<file path="src/rtl/ram_burst_arbiter_pkg.sv">
// Shared types and constants for the two-requester RAM burst arbiter.
package ram_arb_pkg;

  typedef enum logic {
    IDLE  = 1'b0,
    BURST = 1'b1
  } state_t;

  localparam logic REQ0 = 1'b0;
  localparam logic REQ1 = 1'b1;

  localparam int DEF_LEN_WIDTH = 3;

  // Round-robin pick: the pointer only decides a tie.
  function automatic logic pick(input logic [1:0] req, input logic ptr);
    if (req == 2'b11) return ptr;
    return req[1] ? REQ1 : REQ0;
  endfunction

endpackage

</file>
<file path="src/rtl/ram_burst_arbiter_if.sv">
// Requester-side bus of the RAM burst arbiter: two burst request ports plus shared read data.
interface ram_burst_arbiter_if
  import ram_arb_pkg::*;
#(
  parameter int DATA_WIDTH = 4,
  parameter int ADDR_WIDTH = 6,
  parameter int LEN_WIDTH  = DEF_LEN_WIDTH
);
  logic                  req0,   req1;
  logic                  we0,    we1;
  logic [ADDR_WIDTH-1:0] addr0,  addr1;
  logic [LEN_WIDTH-1:0]  len0,   len1;
  logic [DATA_WIDTH-1:0] wdata0, wdata1;
  logic                  gnt0,   gnt1;
  logic                  beat0,  beat1;
  logic                  done0,  done1;
  logic                  rvalid0, rvalid1;
  logic [DATA_WIDTH-1:0] rdata;
  logic                  busy;

  modport master (
    output req0, req1, we0, we1, addr0, addr1, len0, len1, wdata0, wdata1,
    input  gnt0, gnt1, beat0, beat1, done0, done1, rvalid0, rvalid1, rdata, busy
  );

  modport slave (
    input  req0, req1, we0, we1, addr0, addr1, len0, len1, wdata0, wdata1,
    output gnt0, gnt1, beat0, beat1, done0, done1, rvalid0, rvalid1, rdata, busy
  );
endinterface

</file>
<file path="src/rtl/ram_burst_arbiter_ram.sv">
// Single-port RAM with registered read address: data for a read at cycle t appears in t+1.
module one_port_RAM #(
  parameter int DATA_WIDTH = 4,
  parameter int ADDR_WIDTH = 6
) (
  input  logic                  clk,
  input  logic                  we,
  input  logic [ADDR_WIDTH-1:0] addr,
  input  logic [DATA_WIDTH-1:0] data_in,
  output logic [DATA_WIDTH-1:0] data_out
);
  logic [DATA_WIDTH-1:0] mem [2**ADDR_WIDTH];
  logic [ADDR_WIDTH-1:0] addr_q;

  always_ff @(posedge clk) begin
    if (we) mem[addr] <= data_in;
    addr_q <= addr;
  end

  assign data_out = mem[addr_q];
endmodule

</file>
<file path="src/rtl/ram_burst_arbiter.sv">
// Round-robin arbiter and burst sequencer for two requesters sharing one_port_RAM.
// All outputs are registered: the gnt cycle is the arbitration cycle, beats follow back to back.
module ram_burst_arbiter
  import ram_arb_pkg::*;
#(
  parameter int DATA_WIDTH = 4,
  parameter int ADDR_WIDTH = 6,
  parameter int LEN_WIDTH  = DEF_LEN_WIDTH
) (
  input  logic clk,
  input  logic rst_n,
  ram_burst_arbiter_if.slave bus
);
  logic [1:0]                 req, we_in;
  logic [1:0][ADDR_WIDTH-1:0] addr_in;
  logic [1:0][LEN_WIDTH-1:0]  len_in;
  logic [1:0][DATA_WIDTH-1:0] wdata_in;

  assign req      = {bus.req1,   bus.req0};
  assign we_in    = {bus.we1,    bus.we0};
  assign addr_in  = {bus.addr1,  bus.addr0};
  assign len_in   = {bus.len1,   bus.len0};
  assign wdata_in = {bus.wdata1, bus.wdata0};

  state_t                state;
  logic                  ptr, id, we_l, nxt;
  logic [ADDR_WIDTH-1:0] base, ram_addr;
  logic [LEN_WIDTH-1:0]  len_l, cnt;
  logic [1:0]            gnt, beat, done, rvalid;
  logic                  ram_wr, busy;
  logic [DATA_WIDTH-1:0] ram_dout;

  assign nxt = pick(req, ptr);

  always_ff @(posedge clk) begin
    if (!rst_n) begin
      state    <= IDLE;
      ptr      <= REQ0;
      id       <= REQ0;
      we_l     <= 1'b0;
      base     <= '0;
      len_l    <= '0;
      cnt      <= '0;
      gnt      <= '0;
      beat     <= '0;
      done     <= '0;
      rvalid   <= '0;
      ram_addr <= '0;
      ram_wr   <= 1'b0;
      busy     <= 1'b0;
    end else begin
      gnt    <= '0;
      beat   <= '0;
      done   <= '0;
      // ram_wr/beat describe the beat in flight; its read data lands next cycle.
      rvalid <= beat & {2{~ram_wr}};
      case (state)
        IDLE: begin
          if (|req) begin
            gnt[nxt] <= 1'b1;
            id       <= nxt;
            we_l     <= we_in[nxt];
            base     <= addr_in[nxt];
            len_l    <= len_in[nxt];
            cnt      <= '0;
            ptr      <= ~nxt;
            busy     <= 1'b1;
            state    <= BURST;
          end else begin
            busy <= 1'b0;
          end
        end
        BURST: begin
          beat[id] <= 1'b1;
          ram_addr <= base + ADDR_WIDTH'(cnt);
          ram_wr   <= we_l;
          busy     <= 1'b1;
          if (cnt == len_l) begin
            done[id] <= 1'b1;
            state    <= IDLE;
          end else begin
            cnt <= cnt + 1'b1;
          end
        end
        default: state <= IDLE;
      endcase
    end
  end

  // rst_n gates the write so a write beat cut short by reset never lands.
  one_port_RAM #(
    .DATA_WIDTH (DATA_WIDTH),
    .ADDR_WIDTH (ADDR_WIDTH)
  ) u_ram (
    .clk      (clk),
    .we       (rst_n & ram_wr & (|beat)),
    .addr     (ram_addr),
    .data_in  (wdata_in[id]),
    .data_out (ram_dout)
  );

  assign bus.gnt0    = gnt[0];
  assign bus.gnt1    = gnt[1];
  assign bus.beat0   = beat[0];
  assign bus.beat1   = beat[1];
  assign bus.done0   = done[0];
  assign bus.done1   = done[1];
  assign bus.rvalid0 = rvalid[0];
  assign bus.rvalid1 = rvalid[1];
  assign bus.rdata   = ram_dout;
  assign bus.busy    = busy;
endmodule
</file>
<file path="src/flat_wrapper.sv">
// flat-port wrapper written by rule: the top's interface ports become plain ports
module ram_burst_arbiter_flat import ram_arb_pkg::*;
#(
  parameter int DATA_WIDTH = 4,
  parameter int ADDR_WIDTH = 6,
  parameter int LEN_WIDTH  = DEF_LEN_WIDTH
)
  (clk, rst_n, bus_req0, bus_req1, bus_we0, bus_we1, bus_addr0, bus_addr1, bus_len0, bus_len1, bus_wdata0, bus_wdata1, bus_gnt0, bus_gnt1, bus_beat0, bus_beat1, bus_done0, bus_done1, bus_rvalid0, bus_rvalid1, bus_rdata, bus_busy);
  ram_burst_arbiter_if #(.DATA_WIDTH(DATA_WIDTH), .ADDR_WIDTH(ADDR_WIDTH), .LEN_WIDTH(LEN_WIDTH)) bus_i ();
  input  logic clk;
  input  logic rst_n;
  input wire logic [$bits(bus_i.req0)-1:0] bus_req0;
  input wire logic [$bits(bus_i.req1)-1:0] bus_req1;
  input wire logic [$bits(bus_i.we0)-1:0] bus_we0;
  input wire logic [$bits(bus_i.we1)-1:0] bus_we1;
  input wire logic [$bits(bus_i.addr0)-1:0] bus_addr0;
  input wire logic [$bits(bus_i.addr1)-1:0] bus_addr1;
  input wire logic [$bits(bus_i.len0)-1:0] bus_len0;
  input wire logic [$bits(bus_i.len1)-1:0] bus_len1;
  input wire logic [$bits(bus_i.wdata0)-1:0] bus_wdata0;
  input wire logic [$bits(bus_i.wdata1)-1:0] bus_wdata1;
  output wire logic [$bits(bus_i.gnt0)-1:0] bus_gnt0;
  output wire logic [$bits(bus_i.gnt1)-1:0] bus_gnt1;
  output wire logic [$bits(bus_i.beat0)-1:0] bus_beat0;
  output wire logic [$bits(bus_i.beat1)-1:0] bus_beat1;
  output wire logic [$bits(bus_i.done0)-1:0] bus_done0;
  output wire logic [$bits(bus_i.done1)-1:0] bus_done1;
  output wire logic [$bits(bus_i.rvalid0)-1:0] bus_rvalid0;
  output wire logic [$bits(bus_i.rvalid1)-1:0] bus_rvalid1;
  output wire logic [$bits(bus_i.rdata)-1:0] bus_rdata;
  output wire logic [$bits(bus_i.busy)-1:0] bus_busy;
  assign bus_i.req0 = bus_req0;
  assign bus_i.req1 = bus_req1;
  assign bus_i.we0 = bus_we0;
  assign bus_i.we1 = bus_we1;
  assign bus_i.addr0 = bus_addr0;
  assign bus_i.addr1 = bus_addr1;
  assign bus_i.len0 = bus_len0;
  assign bus_i.len1 = bus_len1;
  assign bus_i.wdata0 = bus_wdata0;
  assign bus_i.wdata1 = bus_wdata1;
  assign bus_gnt0 = bus_i.gnt0;
  assign bus_gnt1 = bus_i.gnt1;
  assign bus_beat0 = bus_i.beat0;
  assign bus_beat1 = bus_i.beat1;
  assign bus_done0 = bus_i.done0;
  assign bus_done1 = bus_i.done1;
  assign bus_rvalid0 = bus_i.rvalid0;
  assign bus_rvalid1 = bus_i.rvalid1;
  assign bus_rdata = bus_i.rdata;
  assign bus_busy = bus_i.busy;
  ram_burst_arbiter #(.DATA_WIDTH(DATA_WIDTH), .ADDR_WIDTH(ADDR_WIDTH), .LEN_WIDTH(LEN_WIDTH)) u_core (.clk(clk), .rst_n(rst_n), .bus(bus_i));
endmodule
</file>
<file path="config.mk">
export PLATFORM = sky130hd
export DESIGN_NAME = ram_burst_arbiter_flat
export DESIGN_NICKNAME = d
export VERILOG_FILES = /design/src/rtl/ram_burst_arbiter_pkg.sv /design/src/rtl/ram_burst_arbiter_if.sv /design/src/rtl/ram_burst_arbiter_ram.sv /design/src/rtl/ram_burst_arbiter.sv /design/src/flat_wrapper.sv
export SDC_FILE = /design/constraint.sdc
export NUM_CORES = 1
export LEC_CHECK = 0
export BUFFER_PORTS_ARGS = -buffer_cell sky130_fd_sc_hd__buf_2
export CAP_MARGIN = 20
export CELL_PAD_IN_SITES_DETAIL_PLACEMENT = 0
export CELL_PAD_IN_SITES_GLOBAL_PLACEMENT = 1
export CORE_ASPECT_RATIO = 0.5
export CORE_UTILIZATION = 29
export CTS_BUF_LIST = sky130_fd_sc_hd__clkbuf_8 sky130_fd_sc_hd__clkbuf_16
export DETAILED_ROUTE_END_ITERATION = 10
export PLACE_DENSITY = 0.49
export SLEW_MARGIN = 20
export SYNTH_ARGS = -nofsm -noshare
export SYNTH_HDL_FRONTEND = slang
export SYNTH_HIERARCHICAL = 1
export SYNTH_SLANG_ARGS = --single-unit
</file>
<file path="constraint.sdc">
create_clock -name clk -period 1.9 [get_ports clk]
set_clock_uncertainty 0.1 [all_clocks]
set_input_delay 0.095 -clock clk [delete_from_list [all_inputs] [get_ports clk]]
set_output_delay 0.095 -clock clk [all_outputs]
set_load 0.1 [all_outputs]
</file>
==> results.md <==
- CP endpoint kind: output port
- RSZ-0062 raised after global routing: yes
- Status: finished, violations left
- # rows: 52
- Post-Synth Adder-Cell Area: 0.00587
- Core area: 40500 um2
- WL final: 28600 um
- XOR/XNOR Fraction of Synth Area: 0.00514
- Io pins: 45
- Final nets: 902
- CTS tree: yes
- Ant diodes: 0
- RR Startpoint: u_core/ram_addr[5]
- Clock buffer depth: 3
- Syn_area_per_cell: 17.6 um2
- CTS buffer count: 29
- Req. time, crit path: 1.70 ns
- Vias post-DR: 6584
- 1st-iter DRT viols: 468
- Max Cap Viol: 0
- Vias/cell: 4.62
- First-pass GRT wire length: 44200 um
- Yosys cell types: 59
- VDD IR-drop max: 0.000566 V
- Fill cells: 3809
- Mux share of post-synthesis cell area: 0.142
- Crit Reg-Reg Endpoint: u_core/u_ram/mem[18][3]
- Commonest non-fill, non-tap cell in the layout: edfxtp_1
- Iteration count of the initial detailed-routing pass: 5
- Placed insts: 1338
- Final Non-Filler Cells: 1425
- Fraction of registers with async set/reset: 0
- Most used cell, CP: mux4_2
- Clk_lat worst skew: 0.56 ns
- Synth area leaders: edfxtp_1 (64%), mux4_2 (8.7%), dfxtp_1 (6.4%), mux4_1 (4.2%), nor2_1 (2.4%)
- Mapped Cells: 677
- DIE AREA: 42000 um2
- Global placement routability congestion: 0.771
- Critical Path Fanout Max: 7
- Failing checks: setup timing
- Pin count of the biggest net entering global routing: 65
- Area share of the largest cell type after synthesis: 0.644
- Vias in the first global route: 6982
- Die Width: 289 um
- Slowest CP cell: mux4_2
- HPWL after DPL: 18900 um
- Compound-Gate Fraction of Synth Area: 0.0459
- Fmax: 348 MHz
- FF-to-FF setup slack: 0.06 ns
- Syn. warnings: 6
- # DRC: 0
- Worst hold margin: 0.108 ns
- Path type of the worst setup path: flip-flop to output port
- Post-synth EDFFs: 256
- H-Tree Depth: 1
- Pre-CTS setup slack: -0.510 ns
- Initial Util: 0.295
- Total leakage power: 0.00509 uW
- Placed inst area: 13700 um2
- Final worst setup slack: -0.972 ns
- Worst setup SP type: flip-flop
- PortBufs: 44
- Die H: 145 um
- Met2 Use GR: 0.216
- Min cycle time layout: 2.87 ns
- Cell-by-cell trace of the critical path: buf_12 > buf_6 > mux4_2 > mux2i_1 > mux4_2 > o211ai_1 > clkbuf_16
- Final setup violation count: 4
- Fin crit share: 1.51
- Slowest cell delay on critical path: 0.46 ns
- Clock-pin slew on the worst setup and hold paths: 0.07 ns
- CTS Sinks: 294
- Worst slew pin tran: 0.589 ns
- Post-synth top area cell: edfxtp_1
- Design area: 15200 um2
- Flops & latches, synth: 294
- Global route total overflow: 0
- Rel. slew slack: 0.607
- Fin. max-slew vios: 0
- Hold Path Sink: u_core/u_ram/mem[37][2]
- GR Util All Layers: 0.141
- Root buffer selected by CTS: clkbuf_16
- Main synth FF type: edfxtp_1
- GRT met3 Usage: 0.0320
- Area growth, synth to finish: 27.6%
- Reg2Reg Depth: 4
- HP Start: bus_wdata1[2]
- Busiest grt layer: met2
- Syn_nets: 714
- Wirelength per Cell: 20.1 um
- DRT antenna net count: 0
- Commonest non-fill, non-tap cells in the layout: edfxtp_1 (256), buf_4 (99), nor2_1 (67), mux4_2 (58), buf_2 (40)
- Hold crit path type: input pin to flip-flop
- Final Hold Viols: 0
- Power per Cell Area: 948 nW/um2
- Largest family of logic cells by synthesized area: multiplexers
- Synthesized cell area: 11900 um2
- Sequential area share after synthesis: 0.708
- WHS Path Cells: 3
- Share of cells above drive strength 1: 0.371
- Crit path DAT: 2.68 ns
- Simple-gate share of the synthesized area: 0.0705
- Initial antenna violation count: 0
- Met1 Usage GRT: 0.204
## cell families after synthesis
| logic type | Yosys count |
|---|---|
| mux | 80 |
| flops | 294 |
| simple gates | 175 |
| xor+xnor | 7 |
| fa+ha+maj | 5 |
| compound gates | 75 |
| buf+inv | 41 |
## worst max path at each step
stage / from / to / slack [ns] / cells after the start
floorplan: flip-flop / bus_rdata[3] / -1.06 / 6
global placement: flip-flop / bus_rdata[2] / -0.51 / 6
detailed placement: flip-flop / bus_rdata[2] / -0.51 / 7
CTS: flip-flop / bus_rdata[2] / -1.01 / 7
global route: flip-flop / bus_rdata[1] / -1.06 / 8
finish: flip-flop / bus_rdata[3] / -0.97 / 7
## synthesized netlist by cell type, types with 2 or more instances
cell type / n
nand2_1: 26
o21ai_1: 9
nand4_1: 3
nand2b_1: 9
xor2_1: 2
buf_2: 7
and3b_1: 3
mux4_2: 46
edfxtp_1: 256
nor3_1: 5
clkbuf_1: 15
mux2_2: 4
a22o_1: 4
buf_4: 4
inv_1: 3
a22oi_1: 8
a32oi_1: 10
a21oi_1: 8
o21ai_0: 7
nand3b_1: 7
xnor2_1: 5
ha_1: 4
or3_1: 2
buf_6: 6
o32ai_1: 2
nand3_1: 15
nor2b_1: 11
mux2i_1: 11
o221ai_1: 6
o22ai_1: 4
and2_1: 12
nor2_1: 76
dfxtp_1: 38
o211ai_1: 2
buf_12: 2
mux4_1: 19
o211a_1: 4
## registers in the layout, summed over array words and instances (netlist names), 2 cells and up, named ones only
name / cells
u_core/u_ram/mem: 256
u_core/base: 6
u_core/ram_addr: 6
u_core/cnt: 3
u_core/len_l: 3
u_core/beat: 2
u_core/done: 2
u_core/gnt: 2
u_core/rvalid: 2
## layout make-up
cell class	count	area (um2)	share of cell area
Sequential cell	294	8460	0.556
Inverter	4	15.0	0.000987
Timing Repair Buffer	194	1760	0.115
Clock inverter	22	180	0.0118
Clock buffer	29	726	0.0477
Multi-Input combinational cell	342	3400	0.224
Tap cell	540	676	0.0444
## metrics by stage
step	total power (uW)	util	TNS, ns
floorplan	8270	-	-1.63
global placement	8840	0.339	-2.06
detailed placement	8850	0.339	-2.04
CTS	14600	0.374	-3.92
global route	15000	0.376	-4.15
finish	14400	0.376	-3.80
## critical path: cells and delay by family (launching register included)
kind,cells,cell delay (ns)
AOI/OAI and AO/OA,1,0.31
DFF,1,0.40
buffers and inverters,3,0.55
muxes,3,0.86
## routing by layer
layer,up-vias,share of wire
met5,-,0
met4,0,0.020
met3,41,0.047
met2,127,0.45
met1,3332,0.49
li1,3084,-
## where the power goes
| part | switching, uW | leakage (uW) | internal, uW | total [uW] |
|---|---|---|---|---|
| clock | 2490 | 0.000425 | 3060 | 5550 |
| combinational | 963 | 0.00205 | 724 | 1690 |
| sequential | 62.1 | 0.00261 | 7130 | 7200 |
## what timing repair did
item,in CTS,in global routing
hold endpoints to repair,24,0
hold buffers,25,0
gates resized for setup,48,17
setup buffers,6,3
setup endpoints to repair,8,25
cloned,2,0
pin swaps,10,4
Power figures use the tool's default switching activity.
